--- src/rtl/if_stage_pkg.sv ---
// Shared pipeline definitions for the instruction-fetch stage.
//   - address map constants (reset PC, instruction-memory window, handler)
//   - AdEL exception code
//   - IF/ID field widths and the packed IF/ID register layout
//   - next-PC source encoding produced by the next-PC selector
package if_stage_pkg;

    localparam int unsigned XLEN     = 32;
    localparam int unsigned INSTR_W  = 32;
    localparam int unsigned EXC_W    = 5;

    localparam logic [XLEN-1:0] PC_RESET   = 32'h0000_3000;
    localparam logic [XLEN-1:0] IM_BASE    = 32'h0000_3000;
    localparam int unsigned     IM_WORDS   = 2048;
    localparam logic [XLEN-1:0] HANDLER_PC = 32'h0000_4180;

    localparam logic [EXC_W-1:0] EXC_ADEL = 5'd4;

    // Which rule decided the next PC; the top derives the IF/ID action from it.
    typedef enum logic [2:0] {
        NPC_EXC,
        NPC_ERET,
        NPC_HOLD,
        NPC_BR,
        NPC_SEQ
    } npc_src_e;

    typedef struct packed {
        logic [INSTR_W-1:0] instr;
        logic [XLEN-1:0]    pc;
        logic [XLEN-1:0]    pc8;
        logic               valid;
        logic               exc;
        logic [EXC_W-1:0]   exccode;
    } ifid_t;

endpackage

--- src/rtl/if_stage_if.sv ---
// Instruction-memory bus between the fetch stage (master) and the memory (slave).
//   im_addr : byte offset into instruction memory (master -> slave)
//   im_data : instruction word, combinational response to im_addr (slave -> master)
interface if_stage_if;
    import if_stage_pkg::*;

    logic [XLEN-1:0]    im_addr;
    logic [INSTR_W-1:0] im_data;

    modport master (output im_addr, input  im_data);
    modport slave  (input  im_addr, output im_data);
endinterface

--- src/rtl/if_stage_npc_sel.sv ---
// Combinational next-PC priority selector.
//   pc_i, stall_i, br_taken_i, br_target_i, exc_req_i, eret_i, epc_i : inputs
//   npc_o : next PC value
//   src_o : rule that won (exception > eret > stall > branch > sequential)
module if_stage_npc_sel
    import if_stage_pkg::*;
#(
    parameter logic [31:0] HANDLER_PC = if_stage_pkg::HANDLER_PC
) (
    input  logic [XLEN-1:0] pc_i,
    input  logic            stall_i,
    input  logic            br_taken_i,
    input  logic [XLEN-1:0] br_target_i,
    input  logic            exc_req_i,
    input  logic            eret_i,
    input  logic [XLEN-1:0] epc_i,
    output logic [XLEN-1:0] npc_o,
    output npc_src_e        src_o
);

    always_comb begin
        npc_o = pc_i + 32'd4;
        src_o = NPC_SEQ;
        if (exc_req_i) begin
            npc_o = HANDLER_PC;
            src_o = NPC_EXC;
        end else if (eret_i) begin
            npc_o = epc_i;
            src_o = NPC_ERET;
        end else if (stall_i) begin
            // A branch under stall is dropped; ID re-issues it afterwards.
            npc_o = pc_i;
            src_o = NPC_HOLD;
        end else if (br_taken_i) begin
            npc_o = br_target_i;
            src_o = NPC_BR;
        end
    end

endmodule

--- src/rtl/if_stage.sv ---
// Instruction-fetch stage: owns the PC, addresses instruction memory and
// registers the fetched word into IF/ID. Handles branch/jump redirect (delay
// slot kept), exception entry, eret, and fetch address errors (AdEL).
//   clk, reset           : clock, synchronous active-high reset
//   stall                : hold PC and IF/ID
//   br_taken, br_target  : redirect from ID
//   exc_req              : exception entry (flush, go to handler)
//   eret, epc            : return from exception (flush, go to epc)
//   imem                 : instruction-memory bus (master side)
//   pc                   : current fetch PC
//   ifid_*               : IF/ID pipeline register outputs
module if_stage
    import if_stage_pkg::*;
#(
    parameter logic [31:0] PC_RESET   = if_stage_pkg::PC_RESET,
    parameter logic [31:0] IM_BASE    = if_stage_pkg::IM_BASE,
    parameter int unsigned IM_WORDS   = if_stage_pkg::IM_WORDS,
    parameter logic [31:0] HANDLER_PC = if_stage_pkg::HANDLER_PC
) (
    input  logic             clk,
    input  logic             reset,
    input  logic             stall,
    input  logic             br_taken,
    input  logic [31:0]      br_target,
    input  logic             exc_req,
    input  logic             eret,
    input  logic [31:0]      epc,
    if_stage_if.master       imem,
    output logic [31:0]      pc,
    output logic [31:0]      ifid_instr,
    output logic [31:0]      ifid_pc,
    output logic [31:0]      ifid_pc8,
    output logic             ifid_valid,
    output logic             ifid_exc,
    output logic [4:0]       ifid_exccode
);

    localparam logic [31:0] IM_LAST = IM_BASE + 32'(4 * IM_WORDS) - 32'd4;

    logic [31:0] pc_q, pc_d;
    ifid_t       ifid_q, ifid_d;
    ifid_t       fetch;
    logic [31:0] npc;
    npc_src_e    npc_src;
    logic        fetch_err;

    if_stage_npc_sel #(
        .HANDLER_PC (HANDLER_PC)
    ) u_npc_sel (
        .pc_i        (pc_q),
        .stall_i     (stall),
        .br_taken_i  (br_taken),
        .br_target_i (br_target),
        .exc_req_i   (exc_req),
        .eret_i      (eret),
        .epc_i       (epc),
        .npc_o       (npc),
        .src_o       (npc_src)
    );

    assign imem.im_addr = pc_q - IM_BASE;

    assign fetch_err = (pc_q[1:0] != 2'b00) || (pc_q < IM_BASE) || (pc_q > IM_LAST);

    // Faulting fetches enter IF/ID as a valid nop tagged with AdEL.
    always_comb begin
        fetch.pc      = pc_q;
        fetch.pc8     = pc_q + 32'd8;
        fetch.valid   = 1'b1;
        fetch.exc     = fetch_err;
        fetch.instr   = fetch_err ? '0 : imem.im_data;
        fetch.exccode = fetch_err ? EXC_ADEL : '0;
    end

    always_comb begin
        pc_d = npc;
        case (npc_src)
            NPC_EXC, NPC_ERET: ifid_d = '0;
            NPC_HOLD:          ifid_d = ifid_q;
            default:           ifid_d = fetch;
        endcase
    end

    always_ff @(posedge clk) begin
        if (reset) begin
            pc_q   <= PC_RESET;
            ifid_q <= '0;
        end else begin
            pc_q   <= pc_d;
            ifid_q <= ifid_d;
        end
    end

    assign pc           = pc_q;
    assign ifid_instr   = ifid_q.instr;
    assign ifid_pc      = ifid_q.pc;
    assign ifid_pc8     = ifid_q.pc8;
    assign ifid_valid   = ifid_q.valid;
    assign ifid_exc     = ifid_q.exc;
    assign ifid_exccode = ifid_q.exccode;

endmodule

--- src/flat_wrapper.sv ---
// flat-port wrapper written by rule: the top's interface ports become plain ports
module if_stage_flat import if_stage_pkg::*;
#(
    parameter logic [31:0] PC_RESET   = if_stage_pkg::PC_RESET,
    parameter logic [31:0] IM_BASE    = if_stage_pkg::IM_BASE,
    parameter int unsigned IM_WORDS   = if_stage_pkg::IM_WORDS,
    parameter logic [31:0] HANDLER_PC = if_stage_pkg::HANDLER_PC
)
  (clk, reset, stall, br_taken, br_target, exc_req, eret, epc, pc, ifid_instr, ifid_pc, ifid_pc8, ifid_valid, ifid_exc, ifid_exccode, imem_im_addr, imem_im_data);
  if_stage_if imem_i ();
  input  logic clk;
  input  logic reset;
  input  logic stall;
  input  logic br_taken;
  input  logic [31:0] br_target;
  input  logic exc_req;
  input  logic eret;
  input  logic [31:0] epc;
  output logic [31:0] pc;
  output logic [31:0] ifid_instr;
  output logic [31:0] ifid_pc;
  output logic [31:0] ifid_pc8;
  output logic ifid_valid;
  output logic ifid_exc;
  output logic [4:0] ifid_exccode;
  output wire logic [$bits(imem_i.im_addr)-1:0] imem_im_addr;
  input wire logic [$bits(imem_i.im_data)-1:0] imem_im_data;
  assign imem_im_addr = imem_i.im_addr;
  assign imem_i.im_data = imem_im_data;
  if_stage #(.PC_RESET(PC_RESET), .IM_BASE(IM_BASE), .IM_WORDS(IM_WORDS), .HANDLER_PC(HANDLER_PC)) u_core (.clk(clk), .reset(reset), .stall(stall), .br_taken(br_taken), .br_target(br_target), .exc_req(exc_req), .eret(eret), .epc(epc), .imem(imem_i), .pc(pc), .ifid_instr(ifid_instr), .ifid_pc(ifid_pc), .ifid_pc8(ifid_pc8), .ifid_valid(ifid_valid), .ifid_exc(ifid_exc), .ifid_exccode(ifid_exccode));
endmodule
--- config.mk ---
export PLATFORM = sky130hd
export DESIGN_NAME = if_stage_flat
export DESIGN_NICKNAME = d
export VERILOG_FILES = /design/src/rtl/if_stage_pkg.sv /design/src/rtl/if_stage_if.sv /design/src/rtl/if_stage_npc_sel.sv /design/src/rtl/if_stage.sv /design/src/flat_wrapper.sv
export SDC_FILE = /design/constraint.sdc
export NUM_CORES = 1
export LEC_CHECK = 0
export CAP_MARGIN = 20
export CORE_AREA = 2 2 182 95
export DETAILED_ROUTE_END_ITERATION = 10
export DIE_AREA = 0 0 184 97
export HOLD_SLACK_MARGIN = 0.08
export PLACE_DENSITY_LB_ADDON = 0.15
export SLEW_MARGIN = 0
export SYNTH_ARGS = -nofsm -noshare
export SYNTH_HDL_FRONTEND = slang
export SYNTH_SLANG_ARGS = --single-unit
--- constraint.sdc ---
create_clock -name clk -period 3.87 [get_ports clk]
set_input_delay 0.5805 -clock clk [delete_from_list [all_inputs] [get_ports clk]]
set_output_delay 0.5805 -clock clk [all_outputs]
set_load 0.005 [all_outputs]
# Word-level counts from Yosys, hierarchy flattened
# Index checks and enable logic that the tools add are counted.
# W data, S select, Z words.
dict set report classes {
  n_lt_le_gt_ge 2
  n_eq_ne 4
  n_addsub 3
  muxes 11
  reduce_logical 6
}
# operator count
set ops {}
lappend ops {{$pmux W103 S2} 1}
lappend ops {{$mux W32} 4}
lappend ops {{$add A32 B3 Y32 const B} 1}
lappend ops {{$add A32 B4 Y32 const B} 1}
lappend ops {{$gt A32 B15 Y1 const B} 1}
lappend ops {{$lt A32 B14 Y1 const B} 1}
lappend ops {{$sub A32 B14 Y32 const B} 1}
lappend ops {{$mux W15} 1}
lappend ops {{$mux W3} 5}
lappend ops {{$reduce_or A2 Y1} 2}
lappend ops {{$eq A3 B1 Y1 const B} 1}
lappend ops {{$eq A3 B2 Y1 const B} 1}
lappend ops {{$logic_not A3 Y1} 1}
lappend ops {{$ne A3 B1 Y1 const B} 1}
lappend ops {{$logic_or A1 B1 Y1} 2}
lappend ops {{$ne A2 B1 Y1 const B} 1}
lappend ops {{$reduce_bool A2 Y1} 1}
dict set report word_totals {
  reg_bits 135
}

# Logic depth before layout (Yosys ltp)
# Gate-level depths: netlist of run 1.
dict set report logic_depth {
  depth_word 7
  depth_mapped 8
  depth_no_buf 6
}

# By module
# From an unflattened synthesis of run 1, not the netlist that was laid out.
dict set report unflattened {
  cells_unflattened 819
  hier_area_um2 6834.1
}
# mod n_inst cells_per_inst area_each_um2
set by_module_without_submodules {}
lappend by_module_without_submodules {if_stage 1 552 5210.0}
lappend by_module_without_submodules {if_stage_npc_sel 1 267 1624.1}

# Worst setup path after synthesis of run 1
# No wires, ideal clock.
dict set report synth_path {
  kind {reg2out}
  from {reg u_core.pc_q[16] (netlist: u_core.pc[16])}
  to {out imem_im_addr[31]}
  slack_ns 1.409
  stages_incl_launch_ff 6
  path_buffers 0
  arrival_time_ns 1.880
  cell_sequence {dfxtp_1 or4_4 or4_1 nor2_1 nand2_1 xnor2_1}
}
dict set report synth_between {
  elab_chain_cells 1
}
# item line
set synth_rtl {}
lappend synth_rtl {{start: declaration} if_stage.sv:40} ;# logic [31:0] pc_q, pc_d;
lappend synth_rtl {{start signal: assignment} if_stage.sv:89} ;# pc_q <= pc_d;
lappend synth_rtl {{$sub A32 B14 Y32} if_stage.sv:61} ;# assign imem.im_addr = pc_q - IM_BASE;
lappend synth_rtl {{end: declaration} flat_wrapper.sv:26} ;# output wire logic [$bits(imem_i.im_addr)-1:0] imem_im_addr;
# Every way passes these cells.

# Worst setup path in the final report of run 1
dict set report layout_path {
  from {reg u_core.pc_q[13] (netlist: u_core.pc[13])}
  to {out imem_im_addr[30]}
}
# The elaborated chain is that of the path after synthesis.

==> results of run 1 <==
==> cell families after synthesis <==
kind of cell | Yosys count
xor gates and xnor gates | 43
and+or+nand+nor | 276
AOI/OAI and AO/OA | 212
DFF | 127
adders and majority gates | 4
buffers and inverters | 112
muxes | 9
other | 1
==> final timing paths <==
check,from,end,slack (ns)
setup reg to reg,u_core.pc[3],u_core.pc[15],1.17
hold reg to reg,u_core.ifid_pc8[27],u_core.ifid_pc8[27],0.45
setup / recovery,u_core.pc[13],imem_im_addr[30],0.29
hold / removal,u_core.ifid_pc8[27],u_core.ifid_pc8[27],0.45
==> per-stage QoR <==
| stage | worst slack, ns | hold slack (ns) | total power [mW] |
|---|---|---|---|
| after floorplan | 1.409 | 0.4419 | 1.632 |
| final | 0.2861 | 0.4452 | 3.539 |
| after detailed placement | 0.7411 | 0.4383 | 1.960 |
| after CTS | 0.2944 | 0.4462 | 3.544 |
| after global routing | 0.02478 | 0.4769 | 3.649 |
| after global placement | 0.8401 | 0.4353 | 1.956 |
==> power by group <==
part           leakage [nW]  internal, mW  total (mW)  switching [mW]
Sequential             1.03          1.33        1.37          0.0364
Clock                 0.279         0.966        1.60           0.629
Combinational          2.22         0.305       0.578           0.273
==> cell usage after synthesis (all sizes together), types with 7 or more instances <==
cell	n
xor2	18
and4	8
nand2	69
buf	30
nor4	15
xnor2	25
a22oi	46
a22o	33
nand3	22
nor2	85
a221oi	7
nand4	22
o21ai	40
clkbuf	65
nor3	24
dfxtp	127
a21oi	44
inv	13
mux2i	7
==> routing by layer <==
metal  track usage  up-vias  share of wire
li1              -     3275              -
met1        0.4391     3345           0.48
met2        0.3890      447           0.38
met3        0.1242       24           0.13
met4       0.05169        4         0.0062
met5       0.03429        -         0.0033
==> worst max-delay path: cells and delay by family (launching register included) <==
kind	cells	cell delay [ns]
fa+ha+maj	1	0.35
xor+xnor	1	0.16
buf+inv	2	0.69
simple gates	4	0.96
flops	1	0.42
==> cell type report <==
type	instances	share of cell area
multi-input cells	548	0.3442
inverters	17	0.006809
flip-flops and latches	127	0.2610
well taps	210	0.02698
clock inverters	12	0.01413
clock buffers	19	0.04548
repair buffers	303	0.3014
==> registers in the layout, summed over array words and instances, names as in the netlist, named ones only <==
name,cells
u_core.ifid_pc,29
u_core.pc,30
u_core.ifid_pc8,32
u_core.ifid_instr,32
u_core.ifid_exccode,1
u_core.ifid_valid,1
==> placed cells by master, fill, tap and decap left out, types with 4 or more instances in the layout <==
| cell | Yosys | layout |
|---|---|---|
| nand2_1 | 69 | 69 |
| mux2i_1 | 7 | 7 |
| a21oi_1 | 44 | 44 |
| a222oi_1 | 4 | 4 |
| o21ai_1 | 32 | 32 |
| a31oi_1 | 4 | 4 |
| clkdlybuf4s50_1 | 0 | 262 |
| nor2b_1 | 5 | 5 |
| clkinv_4 | 0 | 5 |
| a22o_1 | 33 | 33 |
| clkbuf_16 | 0 | 17 |
| a211oi_1 | 6 | 6 |
| ha_1 | 4 | 4 |
| xnor2_1 | 25 | 25 |
| nor3_1 | 24 | 23 |
| nor4_1 | 14 | 14 |
| buf_4 | 20 | 37 |
| a21o_1 | 4 | 4 |
| and4_1 | 8 | 8 |
| a221oi_1 | 7 | 7 |
| nand2b_1 | 6 | 6 |
| dfxtp_1 | 127 | 127 |
| clkinv_2 | 2 | 4 |
| a22oi_1 | 46 | 46 |
| xor2_1 | 18 | 18 |
| o21ai_0 | 8 | 8 |
| nor2_1 | 85 | 84 |
| nand3_1 | 22 | 22 |
| conb_1 | 1 | 4 |
| inv_1 | 12 | 12 |
| or2_1 | 4 | 4 |
| nand4_1 | 22 | 22 |
| and3_1 | 6 | 6 |
==> results.py, run 1 <==
metrics = {
    "clocking": {
        "root_buffer": "clkbuf_16",
        "cts_resized": 0,
        "clock-sinks": 127,
        "cts_setup_buffers": 0,
        "cts_made_buffers": 17,
        "htreeDepth": 4,
        "cts_tree": "done",
        "cts_buffer_depth": 2,
        "insertion_delay_ns": 0.42,
        "hold_buffers": 0,
        "path_clk_slew_ns": 0.06,
    },
    "global_routing": {
        "grt_max_degree": 55,
        "grt_antenna_before_repair": 1,
        "grt_first_pass_wirelength_um": 39960,
        "grt_use_total": 0.2952,
        "grt_pass1_vias": 6560,
        "gr-total-overflow": 0,
    },
    "placed_design": {
        "place_hpwl_um": 20190,
        "placed_cells": 1204,
        "place.gp.congestion": 1.011,
        "portBuffers": 264,
        "dpl_cell_area_sq_um": 9154,
    },
    "sta": {
        "period_needed_ns": 3.584,
        "setup_viol": 0,
        "fmax_mhz": 279.0,
        "period_share": 0.9261,
        "drv_slew": 0,
        "tightestPinTransition_ns": 0.9829,
        "finalHoldViolations": 0,
        "fin_setup_tns_ns": 0,
        "max_slew_margin": 0.3387,
        "rsz0062_at_grt": "false",
        "skew_ns": 0.01260,
    },
    "synthesis": {
        "synth-simple-area-share": 0.2103,
        "syn_avg_cell_area_sq_um": 8.152,
        "synth_seq_cells": 127,
        "yosys_warnings": 0,
        "synth.area.top_cells": "dfxtp_1, a22oi_1, nor2_1",
        "synth_compound_area_frac": 0.2285,
        "ys_seq_area_frac": 0.3978,
        "synthAdderAreaFrac": 0.007831,
        "synth.area.mux_share": 0.01449,
        "synth.top_cell.area_share": 0.3978,
        "synth_enable_flop_cells": 0,
        "synth_largest_area_cell": "dfxtp_1",
        "synthCells": 784,
        "synthXorXnorAreaFrac": 0.05893,
        "synth_cell_types": 59,
        "synth.cell_area_sq_um": 6391,
        "synth_top_family_by_area": "compound AO/OA/AOI/OAI gates",
        "synth_ff_type": "dfxtp_1",
        "async_flop_share": 0,
    },
    "critical_path": {
        "required_ns": 3.29,
        "cpMaxStageDelayCell": "clkdlybuf4s50_1",
        "cpPeakStageDelay_ns": 0.52,
        "critical_path_class": "flip-flop to output port",
        "reg2regPathDepth": 7,
        "worstSetupEndpointType": "output port",
        "crit_chain": "ha_1, nor3_1, nor4b_2, buf_4, nand2b_1, nor4_1, xnor2_1, clkdlybuf4s50_1",
        "cp-start-kind": "flip-flop",
        "critPathArrivalTime_ns": 3.00,
        "critPathMaxFanout": 10,
    },
    "detailed_routing": {
        "wl_per_cell_um": 21.65,
        "drt-total-wl_um": 26760,
        "via_per_inst": 5.740,
        "drtIter0Drc": 737,
        "ant_nets": 0,
        "drtPass1Iterations": 6,
        "drc": 0,
        "num_vias": 7095,
    },
    "cells_and_area": {
        "nFillCells": 1468,
        "fin_util": 0.6048,
        "diodes": 0,
        "fin_nets": 1120,
        "seqCellArea_sq_um": 2542,
        "layout-drive-gt1-share": 0.08090,
        "final_area_sq_um": 9739,
        "fin_cells": 1236,
        "multi_input_area_sq_um": 3352,
        "area_delta_synth_final_pct": 52.39,
    },
    "worst_hold_path": {
        "hold_path_class": "flip-flop to flip-flop",
        "whs_path_depth": 2,
    },
    "status": {
        "status": "complete, no violations",
    },
    "pwr": {
        "peakVddDrop_mv": 0.2910,
        "power.leakage_nw": 3.524,
        "p_per_area_nw_per_um2": 363.4,
    },
    "floorplan": {
        "dieArea_sq_um": 17850,
        "rows": 33,
        "ioPinCount": 269,
        "dieHeight_um": 97,
        "core_sq_um": 16100,
        "initial_core_util": 0.3969,
        "dieWidth_um": 184,
    },
    "flow_run": {
        "drv_cap": 0,
    },
}
Note: power is estimated with default switching activity, not from simulation.
==> inputs of run 2 (changes only) <==
Settings changed: CORE_AREA 2 2 182 95 to 8 8 188 101, DIE_AREA 0 0 184 97 to 0 0 196 109.
==> run 2 against run 1 <==
  * Utilization decreased by 1.6 points
  * Clock power rose by 6%
  * Hold slack got worse by 0.0016 ns
  * Flip-flop and latch count unchanged
  * Clock-buffer cell count decreased by 2
  * Sequential share of layout area fell by 0.080 points
  * Clock skew decreased by 0.00088 ns
  * Wire length up 6.1%
  * Final area rose by 0.31%
==> results.py, run 2 (synthesis results as in run 1) <==
metrics = {
    "placed_design": {
        "dpl_cell_area_sq_um": 9161,
        "placed_cells": 1210,
        "place_hpwl_um": 21770,
        "pre_cts_ws_ns": 0.7466,
        "portBuffers": 264,
        "place.gp.congestion": 0.9646,
    },
    "detailed_routing": {
        "via_per_inst": 5.683,
        "num_vias": 7052,
        "drtPass1Iterations": 6,
        "wl_per_cell_um": 22.88,
        "ant_nets": 0,
        "drt-total-wl_um": 28400,
        "drc": 0,
        "drtIter0Drc": 758,
    },
    "cells_and_area": {
        "final_area_sq_um": 9769,
        "fin_nets": 1119,
        "fin_util": 0.5888,
        "diodes": 0,
        "final_cell_mix": "clkdlybuf4s50_1, dfxtp_1, nor2_1",
        "fin_cells": 1241,
        "final_common_cell": "clkdlybuf4s50_1",
        "nFillCells": 1465,
        "area_delta_synth_final_pct": 52.86,
        "layout-drive-gt1-share": 0.08098,
    },
    "global_routing": {
        "gr-total-overflow": 0,
        "grt_max_degree": 50,
        "grt_use_total": 0.2540,
        "grt_pass1_vias": 6560,
        "grt_antenna_before_repair": 0,
        "grt_first_pass_wirelength_um": 41340,
    },
    "sta": {
        "whs_ns": 0.4436,
        "finalHoldViolations": 0,
        "setup_ws_ns": 0.2370,
        "rsz0062_at_grt": "false",
        "skew_ns": 0.01172,
        "period_needed_ns": 3.633,
        "fin_setup_tns_ns": 0,
        "setup_viol": 0,
        "tightestPinTransition_ns": 1.055,
        "period_share": 0.9388,
        "drv_slew": 0,
        "fmax_mhz": 275.3,
        "max_slew_margin": 0.2902,
    },
    "pwr": {
        "clockPowerShare": 0.466,
        "p_sw_frac": 0.2713,
        "pwr-share-comb": 0.160,
        "p_int_mw": 2.659,
        "finalPower_mw": 3.649,
        "power.leakage_nw": 3.535,
        "power.switching_mw": 0.9900,
        "seqPwrFrac": 0.373,
        "peakVddDrop_mv": 0.3419,
        "p_per_area_nw_per_um2": 373.5,
    },
    "critical_path": {
        "critPathMaxFanout": 9,
        "worstReg2RegStart": "u_core.pc[15]",
        "cpMaxStageDelayCell": "nor4_1",
        "crit_chain": "nor4_1, nand2b_1, nand2b_1, nor4_1, xnor2_1, clkdlybuf4s50_1",
        "critPathArrivalTime_ns": 3.05,
        "r2r_setup_slack_ns": 1.24,
        "critical_path_class": "flip-flop to output port",
        "r2r_end": "u_core.ifid_instr[30]",
        "cpPeakStageDelay_ns": 0.65,
        "worstSetupEndpointType": "output port",
        "required_ns": 3.29,
        "reg2regPathDepth": 6,
        "cp-start-kind": "flip-flop",
        "critPathLaunch": "u_core.pc[25]",
        "endpoint": "imem_im_addr[30]",
    },
    "floorplan": {
        "dieWidth_um": 196,
        "ioPinCount": 269,
        "initial_core_util": 0.3852,
        "core_sq_um": 16590,
        "rows": 34,
        "dieArea_sq_um": 21360,
        "dieHeight_um": 109,
    },
    "clocking": {
        "htreeDepth": 4,
        "path_clk_slew_ns": 0.06,
        "clock-sinks": 127,
        "root_buffer": "clkbuf_16",
        "hold_buffers": 0,
        "cts_setup_buffers": 0,
        "cts_tree": "done",
        "cts_resized": 0,
        "cts_buffer_depth": 2,
        "insertion_delay_ns": 0.42,
        "cts_made_buffers": 17,
    },
    "status": {
        "status": "complete, no violations",
    },
    "flow_run": {
        "drv_cap": 0,
    },
    "worst_hold_path": {
        "hold_path_class": "flip-flop to flip-flop",
    },
}
==> run 2: cell types whose count changed in the layout (fill, tap and decap cells not counted) <==
cell / delta
clkbuf_1: -1
inv_8: +1
clkinv_2: -1
clkbuf_8: -1
buf_2: -1
bufinv_16: +1
inv_6: +4
clkinv_4: -3
==> run 2: how the worst min path moves through the flow <==
stage / from / end / cells after the start
detailed placement: u_core.ifid_pc8[27] / u_core.ifid_pc8[27] / 2
finish: u_core.ifid_pc8[13] / u_core.ifid_pc8[13] / 2
floorplan: u_core.ifid_pc8[18] / u_core.ifid_pc8[18] / 2
global route: u_core.ifid_pc8[19] / u_core.ifid_pc8[19] / 2
global placement: u_core.ifid_pc8[25] / u_core.ifid_pc8[25] / 2
CTS: u_core.ifid_pc8[27] / u_core.ifid_pc8[27] / 2
==> run 2: final cells by class <==
cell class	count	area, sq um	share of cell area
Multi-Input combinational cell	548	3352	0.3431
Sequential cell	127	2542	0.2602
Inverter	17	66.31	0.006788
Timing Repair Buffer	302	2930	0.2999
Clock inverter	14	182.7	0.01870
Clock buffer	17	425.4	0.04355
Tap cell	216	270.3	0.02766
==> run 2: layer usage <==
metal  GRT usage  share of wire  up-vias
met4     0.05164         0.0081        0
met3      0.1272           0.15       25
met1      0.3671           0.46     3322
li1            -              -     3264
met5           0              0        -
met2      0.3264           0.38      441
==> run 2: critical path: cells and delay by family, from the launching register on <==
family                    cells  cell delay [ns]
and+or+nand+nor               4             1.50
buffers and inverters         1             0.52
DFF                           1             0.47
xor gates and xnor gates      1             0.16
==> run 2: power by group through the flow <==
stage / clock [mW] / sequential, mW / combinational, mW
finish: 1.70 / 1.36 / 0.585
global route: 1.78 / 1.36 / 0.625
CTS: 1.72 / 1.36 / 0.578
detailed placement: 0 / 1.39 / 0.576
global placement: 0 / 1.39 / 0.572
floorplan: 0 / 1.38 / 0.253
==> inputs of run 3 (changes only) <==
Settings changed: SLEW_MARGIN 0 to default.
Clock period 3.87 ns to 3.5 ns, I/O delays scaled along.
==> run 3 against run 2 <==
  * Global-route usage down 0.34 points
  * Clock-buffer cell count grew 1
  * Sequential power is 10% higher
  * Hold slack gained 0.0047 ns
  * Largest cell class unchanged
==> results.py, run 3 (synthesis results as in run 1) <==
metrics = {
    "detailed_routing": {
        "ant_nets": 0,
        "via_per_inst": 5.748,
        "drtPass1Iterations": 7,
        "drc": 0,
        "num_vias": 7185,
        "wl_per_cell_um": 22.54,
        "drtIter0Drc": 724,
        "drt-total-wl_um": 28180,
    },
    "pwr": {
        "power.leakage_nw": 3.599,
        "peakVddDrop_mv": 0.3365,
        "p_per_area_nw_per_um2": 411.9,
    },
    "critical_path": {
        "cpPeakStageDelay_ns": 0.59,
        "required_ns": 2.97,
        "crit_chain": "or4_4, or4_1, nor2_2, nand2_1, xnor2_1, clkdlybuf4s50_1",
        "endpoint": "imem_im_addr[31]",
        "critPathArrivalTime_ns": 2.86,
        "r2r_setup_slack_ns": 0.74,
        "cp-start-kind": "flip-flop",
        "critPathMaxFanout": 5,
        "cpMaxStageDelayCell": "or4_1",
        "worstReg2RegStart": "u_core.pc[15]",
        "critical_path_class": "flip-flop to output port",
        "worstSetupEndpointType": "output port",
        "reg2regPathDepth": 6,
        "r2r_end": "u_core.pc[19]",
        "critPathLaunch": "u_core.pc[16]",
    },
    "global_routing": {
        "globalRouteMet1Util": 0.3667,
        "grt_max_degree": 40,
        "gr-total-overflow": 0,
        "met2_usage": 0.3388,
        "met3_usage": 0.09273,
        "grt_pass1_vias": 6817,
        "grt_first_pass_wirelength_um": 41160,
        "grt_antenna_before_repair": 0,
        "grt_use_total": 0.2505,
        "top_usage_layer": "met1",
    },
    "sta": {
        "period_needed_ns": 3.386,
        "tightestPinTransition_ns": 1.030,
        "period_share": 0.9674,
        "finalHoldViolations": 0,
        "fmax_mhz": 295.3,
        "skew_ns": 0.01337,
        "setup_ws_ns": 0.1140,
        "max_slew_margin": 0.3073,
        "drv_slew": 0,
        "setup_viol": 0,
        "fin_setup_tns_ns": 0,
    },
    "clocking": {
        "cts_buffer_depth": 2,
        "hold_buffers": 0,
        "cts_made_buffers": 17,
        "htreeDepth": 4,
        "insertion_delay_ns": 0.41,
        "clock-sinks": 127,
        "cts_tree": "done",
        "root_buffer": "clkbuf_16",
        "cts_setup_buffers": 0,
        "path_clk_slew_ns": 0.06,
    },
    "cells_and_area": {
        "layout-drive-gt1-share": 0.08994,
        "nFillCells": 1486,
        "final_cell_mix": "clkdlybuf4s50_1, dfxtp_1, nor2_1",
        "diodes": 0,
        "fin_util": 0.5945,
        "final_common_cell": "clkdlybuf4s50_1",
        "fin_nets": 1128,
        "fin_cells": 1250,
        "area_delta_synth_final_pct": 54.33,
    },
    "floorplan": {
        "ioPinCount": 269,
        "dieArea_sq_um": 21360,
        "core_sq_um": 16590,
        "dieWidth_um": 196,
        "initial_core_util": 0.3852,
        "rows": 34,
        "dieHeight_um": 109,
    },
    "placed_design": {
        "placed_cells": 1219,
        "place.gp.congestion": 0.9645,
        "portBuffers": 264,
        "pre_cts_ws_ns": 0.5053,
        "place_hpwl_um": 21520,
    },
    "flow_run": {
        "drv_cap": 0,
    },
    "worst_hold_path": {
        "hold_path_class": "flip-flop to flip-flop",
    },
    "status": {
        "status": "complete, no violations",
    },
}
[run 3: layer usage]
metal  up-vias  share of wire
met5         -              0
met2       449           0.39
met1      3419           0.47
li1       3288              -
met4         0         0.0088
met3        29           0.13
[run 3: final cells by class]
type                       count  area [sq um]  share of cell area
clock buffer                  18         429.2             0.04351
clock inverter                13         187.7             0.01903
inverter                      17         66.31            0.006723
multi-input combinational    548          3369              0.3416
sequential                   127          2542              0.2578
tap                          216         270.3             0.02740
timing repair buffer         311          2998              0.3039
[run 3: how the worst min path moves through the flow]
stage | from | end | cells after the start
global placement | u_core.ifid_pc8[27] | u_core.ifid_pc8[27] | 2
floorplan | u_core.ifid_pc8[18] | u_core.ifid_pc8[18] | 2
CTS | u_core.ifid_pc8[14] | u_core.ifid_pc8[14] | 2
global route | u_core.ifid_pc8[14] | u_core.ifid_pc8[14] | 2
detailed placement | u_core.ifid_pc8[30] | u_core.ifid_pc8[30] | 2
finish | u_core.ifid_pc8[14] | u_core.ifid_pc8[14] | 2
[run 3: what timing repair did]
action	in CTS	in global routing
hold endpoints to repair	0	0
resized for setup	0	3
endpoints found under the setup margin	0	4
[run 3: metrics by stage]
| step | power [mW] | cell area (sq um) | hold WS (ns) |
|---|---|---|---|
| 2_1_floorplan | 1.805 | 6402 | 0.4419 |
| 3_3_place_gp | 2.176 | 9229 | 0.4361 |
| 3_5_place_dp | 2.181 | 9229 | 0.4400 |
| 4_1_cts | 4.065 | 9846 | 0.4498 |
| 5_1_grt | 4.186 | 9863 | 0.4664 |
| 6_report | 4.063 | 9863 | 0.4483 |
[run 3: power by group]
part / total [mW] / switching [mW] / internal (mW) / leakage [nW]
Sequential: 1.50 / 0.0334 / 1.47 / 1.03
Combinational: 0.664 / 0.320 / 0.344 / 2.27
Clock: 1.90 / 0.700 / 1.19 / 0.305
Total: 4.06 / 1.05 / 3.01 / 3.60
[run 3: critical path, delay by kind of cell, from the launching register on]
kind          cells  cell delay [ns]
simple gates      4             1.46
xor+xnor          1             0.16
flops             1             0.31
buf+inv           1             0.52
